<file path="config.mk">
export PLATFORM = sky130hd
export DESIGN_NAME = sys_time_monitor
export DESIGN_NICKNAME = d
export VERILOG_FILES = /design/src/rtl/sys_time_monitor.sv
export SDC_FILE = /design/constraint.sdc
export NUM_CORES = 1
export LEC_CHECK = 0
export ABC_AREA = 1
export CORE_ASPECT_RATIO = 0.8
export CORE_UTILIZATION = 40
export CTS_CLUSTER_SIZE = 12
export DETAILED_ROUTE_END_ITERATION = 16
export HOLD_SLACK_MARGIN = 0.15
export SLEW_MARGIN = 0
export SYNTH_ARGS = -nofsm -noshare
export SYNTH_HDL_FRONTEND = slang
export SYNTH_SLANG_ARGS = --single-unit
</file>
<file path="constraint.sdc">
create_clock -name CLK -period 2.95 [get_ports CLK]
set_input_delay 0.59 -clock CLK [delete_from_list [all_inputs] [get_ports CLK]]
set_output_delay 0.59 -clock CLK [all_outputs]
set_load 0.01 [all_outputs]
</file>
<file path="src/rtl/sys_time_monitor.sv">
// Consumer-side checker for the 64-bit system time counter: tracks +1/cycle
// advance while locked, flags jumps/stalls/lock loss and emits a period tick.
module sys_time_monitor #(
  parameter int TICK_LOG2 = 9,
  parameter int ACQ_COUNT = 4,
  parameter int ERR_WIDTH = 16
) (
  input  logic                 CLK,
  input  logic                 RST,
  input  logic                 LOCKED,
  input  logic [63:0]          SYS_TIME,
  input  logic                 CLR_ERR,
  output logic [1:0]           STATE,
  output logic                 TICK,
  output logic                 JUMP,
  output logic [ERR_WIDTH-1:0] ERR_CNT,
  output logic                 LOCK_LOST
);

  typedef enum logic [1:0] {
    IDLE    = 2'd0,
    ACQUIRE = 2'd1,
    TRACK   = 2'd2
  } state_t;

  state_t               state;
  logic [63:0]          prev;
  logic [7:0]           acq_cnt;
  logic                 good;
  logic                 boundary;
  logic [ERR_WIDTH-1:0] err_next;

  // Wraps mod 2^64, so all-ones -> 0 counts as a good increment.
  assign good     = (SYS_TIME == prev + 64'd1);
  assign boundary = (SYS_TIME[TICK_LOG2-1:0] == '0);
  // A clear in the same cycle as a jump restarts the count at one.
  assign err_next = CLR_ERR  ? ERR_WIDTH'(1) :
                    &ERR_CNT ? ERR_CNT       : ERR_CNT + ERR_WIDTH'(1);

  assign STATE = state;

  always_ff @(posedge CLK) begin
    if (RST) begin
      state     <= IDLE;
      prev      <= '0;
      acq_cnt   <= '0;
      TICK      <= 1'b0;
      JUMP      <= 1'b0;
      ERR_CNT   <= '0;
      LOCK_LOST <= 1'b0;
    end else begin
      prev <= SYS_TIME;
      TICK <= 1'b0;
      JUMP <= 1'b0;
      if (CLR_ERR) begin
        ERR_CNT   <= '0;
        LOCK_LOST <= 1'b0;
      end
      unique case (state)
        IDLE: begin
          // First locked sample only seeds prev.
          if (LOCKED) begin
            state   <= ACQUIRE;
            acq_cnt <= '0;
          end
        end
        ACQUIRE: begin
          if (!LOCKED) begin
            state   <= IDLE;
            acq_cnt <= '0;
          end else if (good) begin
            if (acq_cnt + 8'd1 == 8'(ACQ_COUNT)) begin
              state   <= TRACK;
              acq_cnt <= '0;
            end else begin
              acq_cnt <= acq_cnt + 8'd1;
            end
          end else begin
            acq_cnt <= '0;
          end
        end
        TRACK: begin
          if (!LOCKED) begin
            state     <= IDLE;
            LOCK_LOST <= 1'b1;
          end else if (!good) begin
            state   <= ACQUIRE;
            acq_cnt <= '0;
            JUMP    <= 1'b1;
            ERR_CNT <= err_next;
          end else begin
            TICK <= boundary;
          end
        end
        default: begin
          state   <= IDLE;
          acq_cnt <= '0;
        end
      endcase
    end
  end

endmodule

</file>
# Word-level counts from Yosys, hierarchy flattened
# Index checks and enable logic that the tools add are counted.
# W data, S select, Z words.
[word_totals]
reg_bits = 93
inputBits = 68
out_inout_bits = 21
word_cells = 55
[op_classes]
add_sub_neg = 3
eq_ne = 11
n_mux = 24
bitwise_logic = 3
reduce_logical = 7
[ops]
columns = ["cell", "n"]
rows = [
  ["$mux W16", 6],
  ["$add A64 B1 Y64 const B", 1],
  ["$eq A64 B64 Y1", 1],
  ["$mux W8", 6],
  ["$pmux W8 S3", 1],
  ["$add A16 B1 Y16 const B", 1],
  ["$reduce_and A16 Y1", 1],
  ["$mux W2", 6],
  ["$logic_not A9 Y1", 1],
  ["$ne A3 B3 Y1 const B", 3],
  ["$add A8 B1 Y8 const B", 1],
  ["$eq A8 B3 Y1 const B", 1],
  ["$ne A2 B2 Y1 const B", 3],
  ["$pmux W2 S3", 1],
  ["$ne A5 B5 Y1 const B", 1],
  ["$mux W1", 4],
  ["$reduce_and A4 Y1", 1],
  ["$reduce_or A4 Y1", 1],
  ["$not A1 Y1", 3],
  ["$reduce_and A3 Y1", 1],
  ["$reduce_or A3 Y1", 1],
  ["$eq A2 B1 Y1 const B", 1],
  ["$eq A2 B2 Y1 const B", 1],
  ["$logic_not A2 Y1", 1],
]

# Longest topological paths before layout
[logic_depth]
word_depth = 6
depth_mapped = 22
ltp_nobuf = 22

# Worst setup path after synthesis
# No wires, ideal clock.
[synth_timing]
kind = "flip-flop to flip-flop"
startpoint = "register prev[0]"
endpoint = "register ERR_CNT[15]"
setup_ps = 128
arrival_time_ps = 2303
t_required_ps = 2822
path_slack_ps = 520
stages_incl_launch_ff = 20
path_buffers = 1
period_less_slack_ps = 2430
cell_sequence = "dfxtp_1 ha_1 nand2_2 nor2_4 nand2_1 nor2_1 nand2_1 xor2_1 nand2_1 inv_1 nand2_1 nor2_1 nand2_1 nor2_2 nand3_4 buf_6 nand3_1 nand2_1 nor2_1 nor2_1"
[synth_between]
elab_chain_len = 5
word_cells_on_any_way = 6
classes_between = "1 x add/sub; 2 x eq/ne; 3 x mux"
[synth_lines]
columns = ["element", "line_no", "rtl"]
rows = [
  ["from (decl)", "27", "logic [63:0] prev;"],
  ["from (signal assigned)", "45", "prev <= '0;"],
  ["from (signal assigned)", "52", "prev <= SYS_TIME;"],
  ["$add A64 B1 Y64 *", "34", "assign good = (SYS_TIME == prev + 64'd1);"],
  ["$eq A64 B64 Y1 *", "34", ""],
  ["$mux W16", "86", "end else if (!good) begin"],
  ["$mux W16", "83", "if (!LOCKED) begin"],
  ["$mux W16", "59", "unique case (state)"],
  ["to (signal assigned)", "90", "ERR_CNT <= err_next;"],
  ["to (decl)", "16", "output logic [ERR_WIDTH-1:0] ERR_CNT,"],
]
# Mark *: on every way between the ends. The rest lies on a longest branch, timed or not.
# A chain may end at the register's enable or synchronous reset.

# Final worst setup path
[layout_timing]
startpoint = "register prev[1]"
endpoint = "register acq_cnt[4]"
[layout_between]
elab_chain_len = 5
word_cells_on_any_way = 7
classes_between = "1 x add/sub; 2 x eq/ne; 3 x mux; 1 x reduce/logical"
[layout_lines]
columns = ["element", "line_no", "rtl"]
rows = [
  ["$add A64 B1 Y64 *", "34", ""],
  ["$eq A64 B64 Y1 *", "34", ""],
  ["$mux W8", "71", "end else if (good) begin"],
  ["$mux W8", "68", "if (!LOCKED) begin"],
  ["$pmux W8 S3", "59", ""],
  ["to (signal assigned)", "76", "acq_cnt <= acq_cnt + 8'd1;"],
  ["to (decl)", "28", "logic [7:0] acq_cnt;"],
]
# Marks and branches as above.

==> impl_results.md <==
- Status: complete, no violations
- Largest net degree at the start of global routing: 51
- Max-Cap Viols: 0
- Remaining DRCs: 0
- RePlAce Congestion: 0.969
- Multi-input gate area: 5330 um^2
- DR vias: 9,018
- Clock Pin Slew Worst Setup and Hold Paths: 0.08 ns
- Hpwl dp: 22,600 um
- HP Class: flop to flop
- Slew @ Worst Pin: 0.608 ns
- Tcrit/Tclk final: 0.984
- FMAX: 345 MHz
- Post-synthesis sequential area ratio: 0.239
- CTS Buffer Depth: 2
- Synth unique cells: 35
- Unrepaired setup endpoints after global routing: true
- Mapped Avg Cell Area: 5.53 um^2
- Post-route cell area: 10,300 um^2
- CP Capture Type: flop
- Seq. cell area: 1870 um^2
- Root Driver: clkbuf_16
- Port bufs: 88
- Layout cells sized above 1: 0.144
- Cell chain of the critical path: ha_4 -> nand2_4 -> nor2_4 -> nand2_4 -> nor2_4 -> buf_6 -> nand4_1 -> nand2_1 -> nand2_1 -> inv_1 -> nand2_2 -> nor2_4 -> nand2_2 -> nor2_4 -> nand3_4 -> buf_6 -> nor2_4 -> nand3b_1 -> a21oi_1
- IO Count: 89
- Psw: 1050 uW
- Arr. time, crit path: 3.19 ns
- Area of the mapped netlist: 7770 um^2
- Detail Route Antenna Nets: 0
- CTS tree: built
- CTS sink count: 93
- Final setup vio count: 0
- Max incr delay on CP: 0.37 ns
- Initial Utilization: 0.409
- CTS Buf Count: 9
- Final wirelength: 27,300 um
- Worst hold slack: 0.465 ns
- Tot GR Track Use: 0.278
- Leak: 0.00465 uW
- Iter 0 DRT Violations: 809
- Internal Power: 2260 uW
- Endpoints failing hold: 0
- DR vias/cell: 4.87
- Period minus WS final: 2.90 ns
- Sequential share of power: 0.412
- Kind of critical path: flop to flop
- Wire length per cell: 14.8 um
- Fin. max-slew vios: 0
- Worst Setup Start Kind: flop
- Area Growth Syn to Fin: 31.9%
- YS warnings: 0
- Core area: 19,000 um^2
- Row Count: 45
- Slew HR: 0.595
- Peak supply drop: 0.000282 V
- Vias in the first global route: 7,904
- Die Ht: 127 um
- Post-synthesis register bit count: 93
- First-pass GRT wire length: 42,100 um
- Worst Clk Skew: 0.0158 ns
- Gr ovfl total: 0
- Slowest stage cell on the critical path: dfxtp_4
- Die span in x: 158 um
- 1st-pass router iterations: 5
- Crit path max fanout: 6
- Inst Count DP: 1,818
- Final core utilization: 0.539
- Crit-path most repeated cell: nor2_4
- Post-synthesis net count: 1,476
- Finished Layout Cells: 1,850
- Switching Fraction: 0.318
- Initial antenna violation count: 0
- Req. time, crit path: 3.24 ns
- Total power density per cell area: 323 nW/um^2
- Die area: 20,000 um^2
- DP Area: 9510 um^2
- Clock share of power: 0.356
- Antenna Diode Count: 0
- Comb power frac: 0.233
- Fin nets: 1,658
- Mapped Cells: 1,405
- Filler cells: 2,016
- H-tree depth: 3
- Clk Latency, worst-skew pair: 0.36 ns
-- per-stage QoR --
stage / setup TNS (ns) / setup slack (ns) / total power, uW
CTS: 0 / 0.00363 / 3310
detailed placement: -2.46 / -0.173 / 2120
global route: -1.14 / -0.106 / 3470
floorplan: 0 / 0.520 / 1790
finish: 0 / 0.0486 / 3310
global placement: -3.13 / -0.182 / 2120
-- cells by family (layout without fill, tap and decap cells) --
| family | count (synthesis) | in the layout | share of synthesized area |
|---|---|---|---|
| AO/OA/AOI/OAI | 53 | 53 | 0.0389 |
| XOR/XNOR | 63 | 63 | 0.0727 |
| adder cells (fa/ha/maj) | 3 | 3 | 0.00483 |
| buffers and inverters | 228 | 415 | 0.113 |
| flip-flops | 93 | 93 | 0.239 |
| AND/OR/NAND/NOR | 965 | 965 | 0.531 |
-- power by group through the flow --
stage               combinational, uW  sequential, uW  clock (uW)
floorplan                         407            1380           0
global placement                  733            1390           0
detailed placement                735            1390           0
CTS                               742            1360        1210
global route                      849            1370        1250
finish                            771            1360        1180
-- synth_stat cells --
| cell | n | area (um^2) |
|---|---|---|
| nand3_4 | 1 | 17.5 |
| nand2_4 | 3 | 33.8 |
| xnor3_1 | 1 | 22.5 |
| and2_1 | 1 | 6.26 |
| ha_1 | 3 | 37.5 |
| a211oi_1 | 1 | 7.51 |
| buf_6 | 3 | 33.8 |
| buf_1 | 1 | 3.75 |
| xor2_1 | 38 | 333 |
| clkbuf_1 | 12 | 45.0 |
| nor3_1 | 13 | 65.1 |
| nor2_4 | 9 | 101 |
| o21ai_1 | 8 | 40.0 |
| a21oi_1 | 20 | 100 |
| o21a_1 | 1 | 7.51 |
| o21bai_1 | 13 | 97.6 |
| nand2_2 | 7 | 43.8 |
| o21ai_0 | 10 | 50.1 |
| nor2_2 | 10 | 62.6 |
| nand3b_2 | 1 | 11.3 |
| nor2_8 | 1 | 20.0 |
| dfxtp_1 | 93 | 1860 |
| xnor2_1 | 24 | 210 |
| nor3b_1 | 3 | 22.5 |
| nor2_1 | 299 | 1120 |
| nand3_2 | 3 | 30.0 |
| nand3_1 | 110 | 551 |
| inv_2 | 2 | 7.51 |
| inv_1 | 206 | 773 |
| and3_1 | 3 | 18.8 |
| nand4_1 | 35 | 219 |
| clkinv_1 | 4 | 15.0 |
| nor4_1 | 4 | 25.0 |
| nand2_1 | 450 | 1690 |
| nand3b_1 | 12 | 90.1 |
-- registers in the layout (all words and copies together), names as in the netlist --
| name | cells |
|---|---|
| ERR_CNT | 16 |
| acq_cnt | 8 |
| LOCK_LOST | 1 |
| STATE | 2 |
| TICK | 1 |
| prev | 64 |
| JUMP | 1 |
-- cells in the final DEF (no fill, tap or decap), types with 24 or more instances in the layout --
cell type,instances
clkdlybuf4s50_1,87
nand2_1,419
nand2_2,35
nor2_1,276
nand4_1,35
xnor2_1,24
buf_4,92
xor2_1,36
dfxtp_1,87
nand3_1,102
inv_1,203
-- worst max-delay path, delay by kind of cell (launching register included) --
family                     cells  cell delay (ns)
DFF                            1             0.37
adders and majority gates      1             0.16
and+or+nand+nor               14             1.78
AOI/OAI and AO/OA              1             0.14
buffers and inverters          3             0.38
-- what timing repair did --
action,in CTS,in global routing
setup buffers,6,11
gates resized for setup,14,93
hold buffers,0,0
pin swaps,4,41
hold endpoints to repair,0,0
setup endpoints to repair,28,28
gates cloned,0,0
-- path summary, 6_finish.rpt --
| path | depth (start not counted) | slack (ns) | start | endpoint |
|---|---|---|---|---|
| setup / recovery | 19 | 0.05 | prev[1] | acq_cnt[4] |
| hold reg to reg | 2 | 0.47 | LOCK_LOST | LOCK_LOST |
| setup reg to reg | 19 | 0.05 | prev[1] | acq_cnt[4] |
| hold / removal | 2 | 0.47 | LOCK_LOST | LOCK_LOST |
-- final cells by class --
type,instances,area share
Multi-Input combinational cell,1084,0.520
Clock buffer,12,0.0250
Sequential cell,93,0.183
Inverter,212,0.0776
Timing Repair Buffer,187,0.160
Clock inverter,4,0.00317
Tap cell,258,0.0315
-- routing by layer --
metal  up-vias  global-route usage  part of all wire  wire length (um)
met5         -                   0                 0                 0
met1      3976               0.409              0.48             13200
met2       328               0.405              0.42             11400
met3        38              0.0577             0.085              2310
li1       4676                   -                 -                 -
met4         0              0.0754             0.017               466
(Power assumes the default switching activity.)
